File: src/rtl/fifo_wr_arbiter_if.sv
// fifo_wr_arbiter_if
// Bundles the producer handshakes and the FIFO write-side signals that the
// arbiter sits between.
//   req_valid / req_data / req_ready : per-producer valid/ready handshake,
//                                      req_data flattened, producer i at
//                                      [i*WIDTH +: WIDTH]
//   fifo_full / fifo_wr_en / fifo_data : FIFO write port
//   grant_id / busy                   : arbitration status
// Modports: master = arbiter side, slave = producers + FIFO side.
interface fifo_wr_arbiter_if #(
   parameter int NREQ  = 4,
   parameter int WIDTH = 8
);
   localparam int ID_W = (NREQ > 1) ? $clog2(NREQ) : 1;

   logic [NREQ-1:0]       req_valid;
   logic [NREQ*WIDTH-1:0] req_data;
   logic [NREQ-1:0]       req_ready;
   logic                  fifo_full;
   logic                  fifo_wr_en;
   logic [WIDTH-1:0]      fifo_data;
   logic [ID_W-1:0]       grant_id;
   logic                  busy;

   modport master (
      input  req_valid, req_data, fifo_full,
      output req_ready, fifo_wr_en, fifo_data, grant_id, busy
   );

   modport slave (
      output req_valid, req_data, fifo_full,
      input  req_ready, fifo_wr_en, fifo_data, grant_id, busy
   );
endinterface

File: src/rtl/fifo_wr_arbiter.sv
// fifo_wr_arbiter
// Round-robin arbiter sharing one FIFO write port among NREQ producers.
// A grant lasts up to MAX_BURST accepted beats; a full FIFO stalls the
// grant without releasing it, so no word is dropped.
// Ports:
//   clk  : FIFO write clock, rising edge
//   rst  : synchronous active-high reset
//   bus  : fifo_wr_arbiter_if.master (handshakes, FIFO write port, status)
//
// state   | meaning
// --------+-----------------------------------------------------------
// S_IDLE  | no grant; pick first valid requester at/after rr_ptr
// S_GRANT | grant_id owns the FIFO write port until burst end or drop
module fifo_wr_arbiter #(
   parameter int NREQ      = 4,
   parameter int WIDTH     = 8,
   parameter int MAX_BURST = 4
) (
   input  logic              clk,
   input  logic              rst,
   fifo_wr_arbiter_if.master bus
);
   localparam int ID_W  = (NREQ > 1) ? $clog2(NREQ) : 1;
   localparam int CNT_W = $clog2(MAX_BURST + 1);

   typedef enum logic {S_IDLE, S_GRANT} state_t;

   state_t           state;
   logic [ID_W-1:0]  rr_ptr;
   logic [ID_W-1:0]  grant_id;
   logic [CNT_W-1:0] beat_cnt;
   logic             busy;

   logic             accept;
   logic             stall_ok;
   logic [ID_W-1:0]  pick;
   logic [ID_W-1:0]  idx;
   logic             found;
   logic [ID_W-1:0]  next_ptr;
   logic [NREQ-1:0]  ready_vec;
   logic [WIDTH-1:0] data_sel;

   // Rotating priority scan starting at rr_ptr.
   always_comb begin
      pick  = rr_ptr;
      found = 1'b0;
      idx   = '0;
      for (int k = 0; k < NREQ; k++) begin
         idx = ID_W'((int'(rr_ptr) + k) % NREQ);
         if (!found && bus.req_valid[idx]) begin
            pick  = idx;
            found = 1'b1;
         end
      end
   end

   // rst gates the handshake combinationally so the reset cycle moves no data.
   assign stall_ok = (state == S_GRANT) && !bus.fifo_full && !rst;
   assign accept   = stall_ok && bus.req_valid[grant_id];
   assign next_ptr = (grant_id == ID_W'(NREQ - 1)) ? '0 : grant_id + 1'b1;

   always_comb begin
      ready_vec = '0;
      data_sel  = '0;
      for (int i = 0; i < NREQ; i++) begin
         if (ID_W'(i) == grant_id) begin
            ready_vec[i] = stall_ok;
            data_sel     = bus.req_data[i*WIDTH +: WIDTH];
         end
      end
   end

   always_ff @(posedge clk) begin
      if (rst) begin
         state    <= S_IDLE;
         rr_ptr   <= '0;
         grant_id <= '0;
         beat_cnt <= '0;
         busy     <= 1'b0;
      end else begin
         case (state)
            S_IDLE: begin
               if (found) begin
                  grant_id <= pick;
                  beat_cnt <= '0;
                  state    <= S_GRANT;
                  busy     <= 1'b1;
               end
            end
            S_GRANT: begin
               // A dropped valid ends the burst even when the FIFO is full.
               if (!bus.req_valid[grant_id]) begin
                  state  <= S_IDLE;
                  busy   <= 1'b0;
                  rr_ptr <= next_ptr;
               end else if (accept) begin
                  if (beat_cnt == CNT_W'(MAX_BURST - 1)) begin
                     state  <= S_IDLE;
                     busy   <= 1'b0;
                     rr_ptr <= next_ptr;
                  end else begin
                     beat_cnt <= beat_cnt + 1'b1;
                  end
               end
            end
            default: begin
               state <= S_IDLE;
               busy  <= 1'b0;
            end
         endcase
      end
   end

   assign bus.req_ready  = ready_vec;
   assign bus.fifo_wr_en = accept;
   assign bus.fifo_data  = accept ? data_sel : '0;
   assign bus.grant_id   = grant_id;
   assign bus.busy       = busy;
endmodule

File: src/flat_wrapper.sv
// flat-port wrapper written by rule: the top's interface ports become plain ports
module fifo_wr_arbiter_flat 
#(
   parameter int NREQ      = 4,
   parameter int WIDTH     = 8,
   parameter int MAX_BURST = 4
)
  (clk, rst, bus_req_valid, bus_req_data, bus_fifo_full, bus_req_ready, bus_fifo_wr_en, bus_fifo_data, bus_grant_id, bus_busy);
  fifo_wr_arbiter_if #(.NREQ(NREQ), .WIDTH(WIDTH)) bus_i ();
  input  logic clk;
  input  logic rst;
  input wire logic [$bits(bus_i.req_valid)-1:0] bus_req_valid;
  input wire logic [$bits(bus_i.req_data)-1:0] bus_req_data;
  input wire logic [$bits(bus_i.fifo_full)-1:0] bus_fifo_full;
  output wire logic [$bits(bus_i.req_ready)-1:0] bus_req_ready;
  output wire logic [$bits(bus_i.fifo_wr_en)-1:0] bus_fifo_wr_en;
  output wire logic [$bits(bus_i.fifo_data)-1:0] bus_fifo_data;
  output wire logic [$bits(bus_i.grant_id)-1:0] bus_grant_id;
  output wire logic [$bits(bus_i.busy)-1:0] bus_busy;
  assign bus_i.req_valid = bus_req_valid;
  assign bus_i.req_data = bus_req_data;
  assign bus_i.fifo_full = bus_fifo_full;
  assign bus_req_ready = bus_i.req_ready;
  assign bus_fifo_wr_en = bus_i.fifo_wr_en;
  assign bus_fifo_data = bus_i.fifo_data;
  assign bus_grant_id = bus_i.grant_id;
  assign bus_busy = bus_i.busy;
  fifo_wr_arbiter #(.NREQ(NREQ), .WIDTH(WIDTH), .MAX_BURST(MAX_BURST)) u_core (.clk(clk), .rst(rst), .bus(bus_i));
endmodule
File: config.mk
export PLATFORM = sky130hd
export DESIGN_NAME = fifo_wr_arbiter_flat
export DESIGN_NICKNAME = d
export VERILOG_FILES = /design/src/rtl/fifo_wr_arbiter_if.sv /design/src/rtl/fifo_wr_arbiter.sv /design/src/flat_wrapper.sv
export SDC_FILE = /design/constraint.sdc
export NUM_CORES = 1
export LEC_CHECK = 0
export CAP_MARGIN = 10
export CORE_MARGIN = 2
export CORE_UTILIZATION = 40
export CTS_CLUSTER_DIAMETER = 40
export DETAILED_ROUTE_END_ITERATION = 8
export GPL_ROUTABILITY_DRIVEN = 1
export PLACE_DENSITY_LB_ADDON = 0.08
export SYNTH_ARGS = -nofsm -noshare
export SYNTH_HDL_FRONTEND = slang
export SYNTH_SLANG_ARGS = --single-unit
File: constraint.sdc
create_clock -name clk -period 4.7 [get_ports clk]
set_input_delay 1.41 -clock clk [delete_from_list [all_inputs] [get_ports clk]]
set_output_delay 1.41 -clock clk [all_outputs]
set_load 0.05 [all_outputs]
Word-level counts from Yosys, hierarchy flattened
Cells that the tools add are included.
W data, S select, Z words.
{"block": "totals", "regBits": 9, "latch_bits": 0, "mem_bits_rw": 0, "rom_bits": 0, "in_bits": 39, "out_inout_bits": 16, "elab_cells": 90, "mem_count": 0}
{"block": "op_classes", "addsub": 5, "mul": 0, "div_mod_pow": 0, "order_cmp": 5, "n_eq_ne": 13, "n_shift": 0, "n_mux": 45, "bitwise_logic": 1, "reduce_logical": 16}
{"operator": "$mux W8", "n": 5}
{"operator": "$mux W1", "n": 21}
{"operator": "$lt A2 B3 Y1 const B", "n": 5}
{"operator": "$mux W2", "n": 7}
{"operator": "$mux W3", "n": 4}
{"operator": "$bmux W1 S2", "n": 5}
{"operator": "$ne A2 B2 Y1 const B", "n": 4}
{"operator": "$logic_and A1 B1 Y1", "n": 6}
{"operator": "$ne A3 B3 Y1 const B", "n": 2}
{"operator": "$pmux W3 S2", "n": 1}
{"operator": "$reduce_and A3 Y1", "n": 2}
{"operator": "$logic_not A1 Y1", "n": 5}
{"operator": "$add A2 B1 Y2 const B", "n": 2}
{"operator": "$add A2 B2 Y2 const B", "n": 2}
{"operator": "$eq A2 B2 Y1 const A", "n": 2}
{"operator": "$ne A2 B1 Y1 const B", "n": 2}
{"operator": "$pmux W1 S2", "n": 2}
{"operator": "$reduce_and A4 Y1", "n": 1}
{"operator": "$add A3 B1 Y3 const B", "n": 1}
{"operator": "$eq A3 B2 Y1 const B", "n": 1}
{"operator": "$eq A1 B2 Y1 const A", "n": 1}
{"operator": "$eq A2 B2 Y1 const B", "n": 1}
{"operator": "$logic_not A2 Y1", "n": 1}
{"operator": "$reduce_and A2 Y1", "n": 1}
{"operator": "$not A1 Y1", "n": 1}

Depth between registers and ports, before layout
Gate-level depths: netlist (run 1).
{"block": "depth", "depth_word": 14, "depth_mapped": 8, "depth_no_buf": 6}

Worst setup path before layout (run 1)
No wires, ideal clock.
{"block": "synth_path", "kind": "input -> output", "startpoint": "input port rst", "endpoint": "output port bus_fifo_data[0]", "arrival_ps": 2521, "required_ps": 3290, "setup_slack_ps": 769, "path_stages": 3, "n_path_buf": 0, "cell_sequence": "nor3b_2 > nand2_4 > nor2_1"}
{"block": "synth_via", "elab_chain_cells": 4}
{"element": "start, declared", "line_no": "flat_wrapper.sv:11", "text": "input logic rst;"}
{"element": "$logic_not A1 Y1", "line_no": "fifo_wr_arbiter.sv:58", "text": "assign stall_ok = (state == S_GRANT) && !bus.fifo_full && !rst;"}
{"element": "$logic_and A1 B1 Y1", "line_no": "fifo_wr_arbiter.sv:58"}
{"element": "$logic_and A1 B1 Y1", "line_no": "fifo_wr_arbiter.sv:59", "text": "assign accept = stall_ok && bus.req_valid[grant_id];"}
{"element": "$mux W8", "line_no": "fifo_wr_arbiter.sv:116", "text": "assign bus.fifo_data = accept ? data_sel : '0;"}
{"element": "end, declared", "line_no": "flat_wrapper.sv:17", "text": "output wire logic [$bits(bus_i.fifo_data)-1:0] bus_fifo_data;"}
No other way between the ends.

Worst setup path after layout (run 1)
{"block": "layout_path", "startpoint": "input port bus_req_valid[3]", "endpoint": "output port bus_fifo_data[4]"}
{"block": "layout_via", "elab_chain_cells": 4}
{"element": "start, declared", "line_no": "flat_wrapper.sv:12", "text": "input wire logic [$bits(bus_i.req_valid)-1:0] bus_req_valid;"}
{"element": "$bmux W1 S2", "line_no": "fifo_wr_arbiter.sv:59"}
{"element": "$mux W1 (not written as such)", "line_no": "fifo_wr_arbiter.sv:59"}
{"element": "$logic_and A1 B1 Y1", "line_no": "fifo_wr_arbiter.sv:59"}
{"element": "$mux W8", "line_no": "fifo_wr_arbiter.sv:116"}
No other way between the ends. The select of a mux whose other input is x is not followed.

==> flow_summary_export.csv, run 1 <==
group,metric,value,unit
route,drc,0,
clock_tree,cts_sinks,9,
worst_hold_path,hold_class,"reg2reg",
timing,rsz0062_at_grt,"false",
synthesis,syn_area_per_cell,7.044,um2
synthesis,seq_area_frac_synth,0.2014,
power,power.density,184.3,nW/um2
timing,holdWs,475.4,ps
worst_hold_path,min_path_cells,1,
timing,fmax,0.2317,GHz
power,peakVddDrop,214.2,uV
global_routing,grt_pass1_vias,1032,
clock_tree,clock-root-buffer,"clkbuf_4",
setup_path,path_max_fanout,10,
floorplanning,dieArea,2631,um2
floorplanning,die_w,51.29,um
worst_hold_path,min-delay-start,"u_core.beat_cnt[0]$_SDFFE_PP0P_",
clock_tree,h-tree-depth,1,
clock_tree,cts.hold.buffers_added,0,
finish,syn_to_final_growth,79.30,%
setup_path,crit_chain,"clkdlybuf4s50_1 -> mux4_2 -> nand2_4 -> nor2_1 -> buf_12",
synthesis,yosys.area.top_type_share,0.2014,
synthesis,netlist_instances,127,
timing,final_hold_viol_count,0,
floorplanning,ios,55,
synthesis,synth_top_area_cell,"dfxtp_1",
finish,nFillCells,159,
synthesis,syn_nets,172,
synthesis,synthArstFlopShare,0,
floorplanning,die_y,51.29,um
power,p_leak,0.0006587,uW
route,drtIter0Drc,18,
synthesis,synthTopCellsByArea,"dfxtp_1 (20%), a21oi_1 (10%), ha_1 (8.4%)",
timing,min_period_over_period,0.9184,
setup_path,r2r_cells,4,
global_routing,grt-ovfl-total,0,
setup_path,path_buf_inv,2,
global_routing,antenna_found_initial,0,
timing,layout_setup_ws,383.6,ps
global_routing,grt_max_degree,19,
setup_path,r2r_slack,2970,ps
timing,maxSlewViolCount,0,
setup_path,slowest_stage,"mux4_2",
clock_tree,cts_setup_buffers,0,
timing,fin_crit,4316,ps
synthesis,ys_types,33,
route,routed_via_density,5.257,
timing,finalSetupTns,0,ps
worst_hold_path,min_to,"u_core.beat_cnt[0]$_SDFFE_PP0P_",
route,wl_per_cell,13.92,um
setup_path,critPathLaunchType,"primary input",
synthesis,synth_area,894.6,um2
power,p_int,187.9,uW
route,vias,1083,
power,power_frac_seq,0.299,
power,p_switching,107.6,uW
finish,antenna_cells,0,
clock_tree,clock_latency,270,ps
flow_run,max-cap-violations,0,
setup_path,crit_path_end_kind,"output pin",
synthesis,yosysWarnings,0,
synthesis,yosys-top-cells-count,"a21oi_1 (18), inv_1 (14), nor2_1 (12), nand2_1 (10), dfxtp_1 (9)",
synthesis,synth_enable_flop_cells,0,
clock_tree,cts_buffers,3,
setup_path,crit_family,"buffers and inverters",
global_routing,grt.total_usage,0.2292,
timing,slew_headroom,0.6000,
setup_path,worstSetupPathType,"in2out",
setup_path,timing.rr.start,"u_core.bus.grant_id[0]$_SDFFE_PP0P_",
setup_path,slowest_delay,570,ps
power,switching_share,0.3642,
synthesis,synthFlopType,"dfxtp_1",
floorplanning,fp.coreArea,2170,um2
setup_path,r2r-end,"u_core.beat_cnt[1]$_SDFFE_PP0P_",
finish,drive_gt1_frac,0.1348,
global_routing,grt_pass1_wl,4519,um
clock_tree,ctsLongestPathBuffers,2,
setup_path,worst_ep_required_time,3290,ps
finish,final-seq-area,180.2,um2
placement,place_congestion,0.7505,
synthesis,synth-seq-cells,9,
clock_tree,cts_tree,"yes",
route,first_pass_iters,4,
timing,setup-violations-final,0,
placement,port_buffers,54,
finish,final_nets,224,
placement,hpwl,2211,um
route,wl,2867,um
floorplanning,rows,17,
route,postRouteAntennaNets,0,
power,combPwrFrac,0.491,
finish,multiInputGateArea,631.9,um2
finish,final_util,0.7393,
timing,worst_slew_pin_slew,600.1,ps
finish,final_area,1604,um2
clock_tree,path_clk_slew,60,ps
run_status,outcome,"completed",
clock_tree,ctsResizeCount,0,
timing,skew,5.935,ps
placement,placed_cell_area,1578,um2
setup_path,arrival,2910,ps
floorplanning,start_util,0.4123,
power,pwr-share-clk,0.210,
synthesis,yosysMostFrequentCell,"a21oi_1",
placement,place_ws,380.7,ps
-- cell usage in the layout, fill, tap and decap left out, types with 2 or more instances in the layout --
cell type,netlist,layout
clkdlybuf4s50_1,0,41
a21oi_1,18,18
inv_1,14,14
buf_12,0,13
nor2_1,12,12
nand2_1,10,10
dfxtp_1,9,9
o21ai_0,8,8
a22oi_1,8,8
ha_1,6,6
and2_1,4,4
nor3_1,4,4
mux2i_1,3,3
clkbuf_4,0,3
nand2b_1,2,2
a211oi_1,2,2
nand3b_1,2,2
-- power groups by stage --
| stage | logic, uW | clock network, uW | registers [uW] |
|---|---|---|---|
| final | 145 | 62.0 | 88.5 |
| after global routing | 160 | 67.6 | 89.5 |
| after CTS | 146 | 65.0 | 88.5 |
| after detailed placement | 145 | 0 | 90.3 |
| after global placement | 141 | 0 | 89.8 |
| after floorplan | 71.1 | 0 | 98.0 |
-- cell families after synthesis --
kind of cell / synth area share
compound gates: 0.2797
mux: 0.07552
flops: 0.2014
buf+inv: 0.09231
simple gates: 0.2671
fa+ha+maj: 0.08391
-- per-stage QoR --
| step | instances | power, uW |
|---|---|---|
| CTS | 206 | 299.1 |
| floorplan | 127 | 169.1 |
| global placement | 202 | 230.6 |
| global route | 206 | 316.7 |
| detailed placement | 202 | 234.9 |
| finish | 206 | 295.6 |
-- worst max path at each step --
stage                                start               end  slack [ps]  cells after the start
after global placement    bus_req_valid[3]  bus_fifo_data[2]         430                      5
after floorplan                        rst  bus_fifo_data[0]         770                      3
after CTS                 bus_req_valid[3]  bus_fifo_data[4]         380                      5
after detailed placement  bus_req_valid[3]  bus_fifo_data[4]         380                      5
after global routing      bus_req_valid[3]  bus_fifo_data[4]         320                      5
final                     bus_req_valid[3]  bus_fifo_data[4]         380                      5
-- state kept, by name (all words and copies together), names as in the netlist --
register / cells
u_core.bus.grant_id: 2
u_core.rr_ptr: 2
u_core.bus.busy: 1
u_core.beat_cnt: 3
u_core.state: 1
-- cell type report --
| type | count | share of cell area |
|---|---|---|
| flip-flops and latches | 9 | 0.1123 |
| multi-input cells | 96 | 0.3939 |
| clock buffers | 4 | 0.01638 |
| well taps | 28 | 0.02184 |
| repair buffers | 55 | 0.4228 |
| inverters | 14 | 0.03276 |
-- routing by layer --
| metal | vias to the layer above | global-route usage | wire (um) |
|---|---|---|---|
| met1 | 492 | 0.2545 | 1198 |
| met3 | 7 | 0.03801 | 195 |
| met5 | - | 0 | 0 |
| met2 | 37 | 0.4199 | 1404 |
| li1 | 547 | - | - |
| met4 | 0 | 0.1096 | 69 |
Note: power is estimated with default switching activity, not from simulation.
==> run 2, diff against run 1 <==
--- a/constraint.sdc
+++ b/constraint.sdc
@@ -3,2 +3,2 @@
 set_output_delay 1.41 -clock clk [all_outputs]
-set_load 0.05 [all_outputs]
+set_load 0.01 [all_outputs]
==> run 2 against run 1 <==
Compared with the run above: non-clock buffer count increased by 1; global-route usage is 2.3 points lower; critical path depth unchanged; first-iteration DRC count rose by 17%; total power fell by 9.2%; count of clock-buffer cells in the layout shrank 1; via count fell by 4.8%; sequential share of layout area increased by 0.92 points.
==> flow_summary_export.csv, run 2 (synthesis gave the netlist of run 1 again) <==
group,metric,value,unit
route,wl_per_cell,12.67,um
setup_path,path_max_fanout,10,
power,finalPower,268.3,uW
finish,final-seq-area,180.2,um2
timing,layout_setup_ws,114.8,ps
route,wl,2623,um
timing,worst_slew_pin_slew,593.3,ps
route,drc,0,
setup_path,worst_ep_required_time,3290,ps
placement,place_congestion,0.7756,
route,drtIter0Drc,21,
finish,multiInputGateArea,631.9,um2
floorplanning,rows,17,
route,first_pass_iters,4,
placement,placed_cell_area,1455,um2
global_routing,antenna_found_initial,0,
power,p_leak,0.0006042,uW
power,peakVddDrop,159.0,uV
global_routing,grt-ovfl-total,0,
flow_run,max-cap-violations,0,
clock_tree,h-tree-depth,1,
timing,slew_headroom,0.6045,
clock_tree,ctsLongestPathBuffers,2,
timing,fmax,0.2181,GHz
setup_path,crit_path_end_kind,"output pin",
finish,top_register,"u_core.beat_cnt",
clock_tree,path_clk_slew,60,ps
placement,place_ws,108.9,ps
route,postRouteAntennaNets,0,
timing,setup-violations-final,0,
setup_path,critPathLaunchType,"primary input",
clock_tree,cts.hold.buffers_added,0,
floorplanning,start_util,0.4123,
timing,maxSlewViolCount,0,
finish,drive_gt1_frac,0.07263,
clock_tree,cts_tree,"yes",
placement,port_buffers,54,
timing,fin_crit,4585,ps
global_routing,grt_max_degree,19,
setup_path,worstSetupPathType,"in2out",
power,power.density,181.0,nW/um2
clock_tree,ctsResizeCount,0,
timing,final_hold_viol_count,0,
floorplanning,fp.coreArea,2170,um2
clock_tree,cts_buffers,3,
clock_tree,clock-root-buffer,"clkbuf_4",
floorplanning,die_y,51.29,um
finish,final_nets,225,
finish,nFillCells,210,
finish,fin_cells,207,
finish,final_area,1483,um2
floorplanning,ios,55,
run_status,outcome,"completed",
finish,largest_register_ffs,3,
floorplanning,die_w,51.29,um
finish,top_regs,"u_core.beat_cnt (3), u_core.bus.grant_id (2), u_core.rr_ptr (2)",
global_routing,grt.total_usage,0.2065,
timing,skew,10.54,ps
clock_tree,cts_sinks,9,
route,routed_via_density,4.981,
timing,rsz0062_at_grt,"false",
global_routing,grt_pass1_wl,4229,um
timing,min_period_over_period,0.9756,
worst_hold_path,hold_class,"reg2reg",
setup_path,arrival,3180,ps
finish,layout_commonest_cell,"clkdlybuf4s50_1",
finish,final_cell_mix,"clkdlybuf4s50_1 (54), a21oi_1 (18), inv_1 (14)",
floorplanning,dieArea,2631,um2
clock_tree,cts_setup_buffers,0,
placement,hpwl,1967,um
timing,finalSetupTns,0,ps
global_routing,grt_pass1_vias,994,
clock_tree,clock_latency,260,ps
finish,syn_to_final_growth,65.73,%
finish,antenna_cells,0,
route,vias,1031,
placement,dpl.cell_count,203,
## run 2: final timing paths
path | startpoint | slack (ps) | cells after the start | end
hold reg to reg | u_core.beat_cnt[0]$_SDFFE_PP0P_ | 480 | 1 | u_core.beat_cnt[0]$_SDFFE_PP0P_
setup reg to reg | u_core.bus.grant_id[0]$_SDFFE_PP0P_ | 2970 | 4 | u_core.beat_cnt[1]$_SDFFE_PP0P_
setup / recovery | bus_req_valid[0] | 110 | 5 | bus_fifo_data[3]
hold / removal | u_core.beat_cnt[0]$_SDFFE_PP0P_ | 480 | 1 | u_core.beat_cnt[0]$_SDFFE_PP0P_
## run 2: critical path: stages
cell,delay [ps]
clkdlybuf4s50_1,480
mux4_2,550
nand2_4,180
nor2_1,80
clkdlybuf4s50_1,470
## run 2: final cells by class
cell class	count	area share
timing repair buffer	56	0.3747
inverter	14	0.03544
sequential	9	0.1215
multi-input combinational	96	0.4262
clock inverter	1	0.003376
clock buffer	3	0.01519
tap	28	0.02363
## run 2: metal layers
metal	part of all wire	vias to the layer above	GRT usage
met5	0	-	0
met1	0.45	442	0.2563
li1	-	547	-
met3	0.081	4	0.04094
met4	0.010	0	0.07456
met2	0.46	38	0.3528
## run 2: stage by stage
step	utilization	hold WS, ps
2_1_floorplan	-	444.1
3_5_place_dp	0.6707	465.4
4_1_cts	0.6834	483.0
3_3_place_gp	0.6707	465.1
6_report	0.6834	479.9
5_1_grt	0.6834	493.2
## run 2: report_power, final
| group | leakage [uW] | internal, uW | switching, uW |
|---|---|---|---|
| logic | 0.000513 | 68.3 | 52.5 |
| clock network | 0.0000177 | 31.3 | 27.6 |
| registers | 0.0000738 | 81.8 | 6.73 |
==> run 3, diff against run 2 <==
--- a/config.mk
+++ b/config.mk
@@ -8,4 +8,4 @@
 export CAP_MARGIN = 10
-export CORE_MARGIN = 2
-export CORE_UTILIZATION = 40
+export CORE_UTILIZATION = 41
+export CTS_BUF_LIST = sky130_fd_sc_hd__clkbuf_8
 export CTS_CLUSTER_DIAMETER = 40
--- a/constraint.sdc
+++ b/constraint.sdc
@@ -3,2 +3,2 @@
 set_output_delay 1.41 -clock clk [all_outputs]
-set_load 0.01 [all_outputs]
+set_load 0.02 [all_outputs]
==> run 3 against run 2 <==
Compared with the run above: worst hold slack gained 9.2 ps; total power grew 16%; cell count grew 1.4%; critical endpoint is now bus_fifo_data[5]; global-route usage grew 5.6 points; critical path type unchanged; core utilization grew 8.0 points; largest cell class unchanged; setup slack lost 18 ps; flip-flop and latch count is the same.
==> flow_summary_export.csv, run 3 (synthesis gave the netlist of run 1 again) <==
group,metric,value,unit
run_status,outcome,"completed",
route,postRouteAntennaNets,0,
clock_tree,path_clk_slew,50,ps
global_routing,grt.total_usage,0.2622,
timing,finalSetupTns,0,ps
timing,final_hold_viol_count,0,
finish,largest_register_ffs,3,
route,first_pass_iters,4,
setup_path,r2r_cells,4,
timing,maxSlewViolCount,0,
floorplanning,die_w,48.71,um
clock_tree,cts_tree,"yes",
finish,syn_to_final_growth,70.91,%
finish,drive_gt1_frac,0.08743,
finish,top_regs,"u_core.beat_cnt (3), u_core.bus.grant_id (2), u_core.rr_ptr (2)",
timing,slew_headroom,0.6240,
power,combPwrFrac,0.417,
finish,final_cell_mix,"clkdlybuf4s50_1 (54), a21oi_1 (18), inv_1 (15)",
power,switching_share,0.3268,
timing,min_period_over_period,0.9794,
flow_run,max-cap-violations,0,
setup_path,crit_path_end_kind,"output pin",
clock_tree,clock_latency,240,ps
worst_hold_path,min-delay-start,"u_core.bus.busy$_SDFFE_PP0P_",
setup_path,worst_ep_required_time,3290,ps
worst_hold_path,hold_class,"reg2reg",
power,p_leak,0.0006332,uW
timing,worst_slew_pin_slew,564.0,ps
global_routing,grt_pass1_wl,4774,um
finish,nFillCells,157,
floorplanning,start_util,0.4469,
route,vias,1098,
clock_tree,h-tree-depth,1,
clock_tree,clock-root-buffer,"clkbuf_8",
clock_tree,cts_setup_buffers,0,
timing,fin_crit,4603,ps
finish,final_nets,229,
setup_path,worstSetupPathType,"in2out",
route,wl,2947,um
worst_hold_path,min_to,"u_core.bus.busy$_SDFFE_PP0P_",
power,peakVddDrop,208.4,uV
floorplanning,die_y,48.71,um
global_routing,grt_pass1_vias,1089,
placement,place_congestion,0.8627,
power,p_switching,101.9,uW
global_routing,antenna_found_initial,0,
global_routing,grt_max_degree,19,
finish,layout_commonest_cell,"clkdlybuf4s50_1",
floorplanning,dieArea,2373,um2
setup_path,timing.rr.start,"u_core.bus.grant_id[0]$_SDFFE_PP0P_",
global_routing,grt-ovfl-total,0,
timing,setup-violations-final,0,
clock_tree,cts_sinks,9,
route,drc,0,
finish,antenna_cells,0,
clock_tree,ctsLongestPathBuffers,2,
placement,hpwl,2257,um
setup_path,r2r_slack,2950,ps
clock_tree,ctsResizeCount,0,
route,wl_per_cell,14.03,um
setup_path,r2r-end,"u_core.beat_cnt[1]$_SDFFE_PP0P_",
power,power_frac_seq,0.285,
power,p_int,210.0,uW
clock_tree,cts_buffers,3,
power,finalPower,311.9,uW
setup_path,path_max_fanout,10,
power,power.density,204.0,nW/um2
route,drtIter0Drc,27,
timing,rsz0062_at_grt,"false",
floorplanning,fp.coreArea,2002,um2
setup_path,arrival,3190,ps
floorplanning,rows,16,
setup_path,critPathLaunchType,"primary input",
timing,skew,4.300,ps
placement,port_buffers,54,
power,pwr-share-clk,0.298,
floorplanning,ios,55,
timing,fmax,0.2172,GHz
setup_path,startpoint,"bus_req_valid[3]",
worst_hold_path,min_path_cells,2,
clock_tree,cts.hold.buffers_added,0,
route,routed_via_density,5.229,
finish,top_register,"u_core.beat_cnt",
==> run 3: final cells by class <==
cell class / instances / area (um2) / share of cell area
multi-input cells: 96 / 631.9 / 0.4133
clock inverters: 1 / 3.754 / 0.002455
well taps: 27 / 33.78 / 0.02209
clock buffers: 3 / 41.29 / 0.02700
inverters: 14 / 52.55 / 0.03437
flip-flops and latches: 9 / 180.2 / 0.1178
repair buffers: 60 / 585.6 / 0.3830
==> run 3: worst max-delay path by stage <==
stage | to | slack, ps | depth (start not counted)
2_1_floorplan | bus_fifo_data[0] | 1110 | 3
3_3_place_gp | bus_fifo_data[6] | 160 | 5
3_5_place_dp | bus_fifo_data[5] | 110 | 5
4_1_cts | bus_fifo_data[5] | 110 | 5
5_1_grt | bus_fifo_data[5] | 60 | 5
6_report | bus_fifo_data[5] | 100 | 5
==> run 3: routing by layer <==
metal,track usage,vias up,wire length (um)
met5,0,-,0
met4,0.1225,0,96
met3,0.05975,13,157
met2,0.4606,45,1442
met1,0.2969,482,1252
li1,-,558,-
==> run 3: stage by stage <==
step           cells    util  area, um2  hold slack (ps)  worst slack (ps)
2_1_floorplan    127       -      894.6            444.1              1105
3_3_place_gp     206  0.7413       1484            460.2             161.7
3_5_place_dp     206  0.7413       1484            481.1             106.5
4_1_cts          210  0.7638       1529            491.6             106.5
5_1_grt          210  0.7638       1529            519.6             55.40
6_report         210  0.7638       1529            489.2             96.65
==> run 3: power by group through the flow <==
stage                     Clock, uW  Combinational, uW  Sequential [uW]
after floorplan                   0               65.2             91.9
after global placement            0                124             89.7
after detailed placement          0                128             90.1
after CTS                      94.2                129             88.8
after global routing           99.7                141             90.1
final                          93.0                130             89.0
==> run 3: worst max-delay path: stages <==
cell	delay, ps
clkdlybuf4s50_1	430
mux4_2	560
nand2_4	180
nor2_1	70
clkdlybuf4s50_1	540
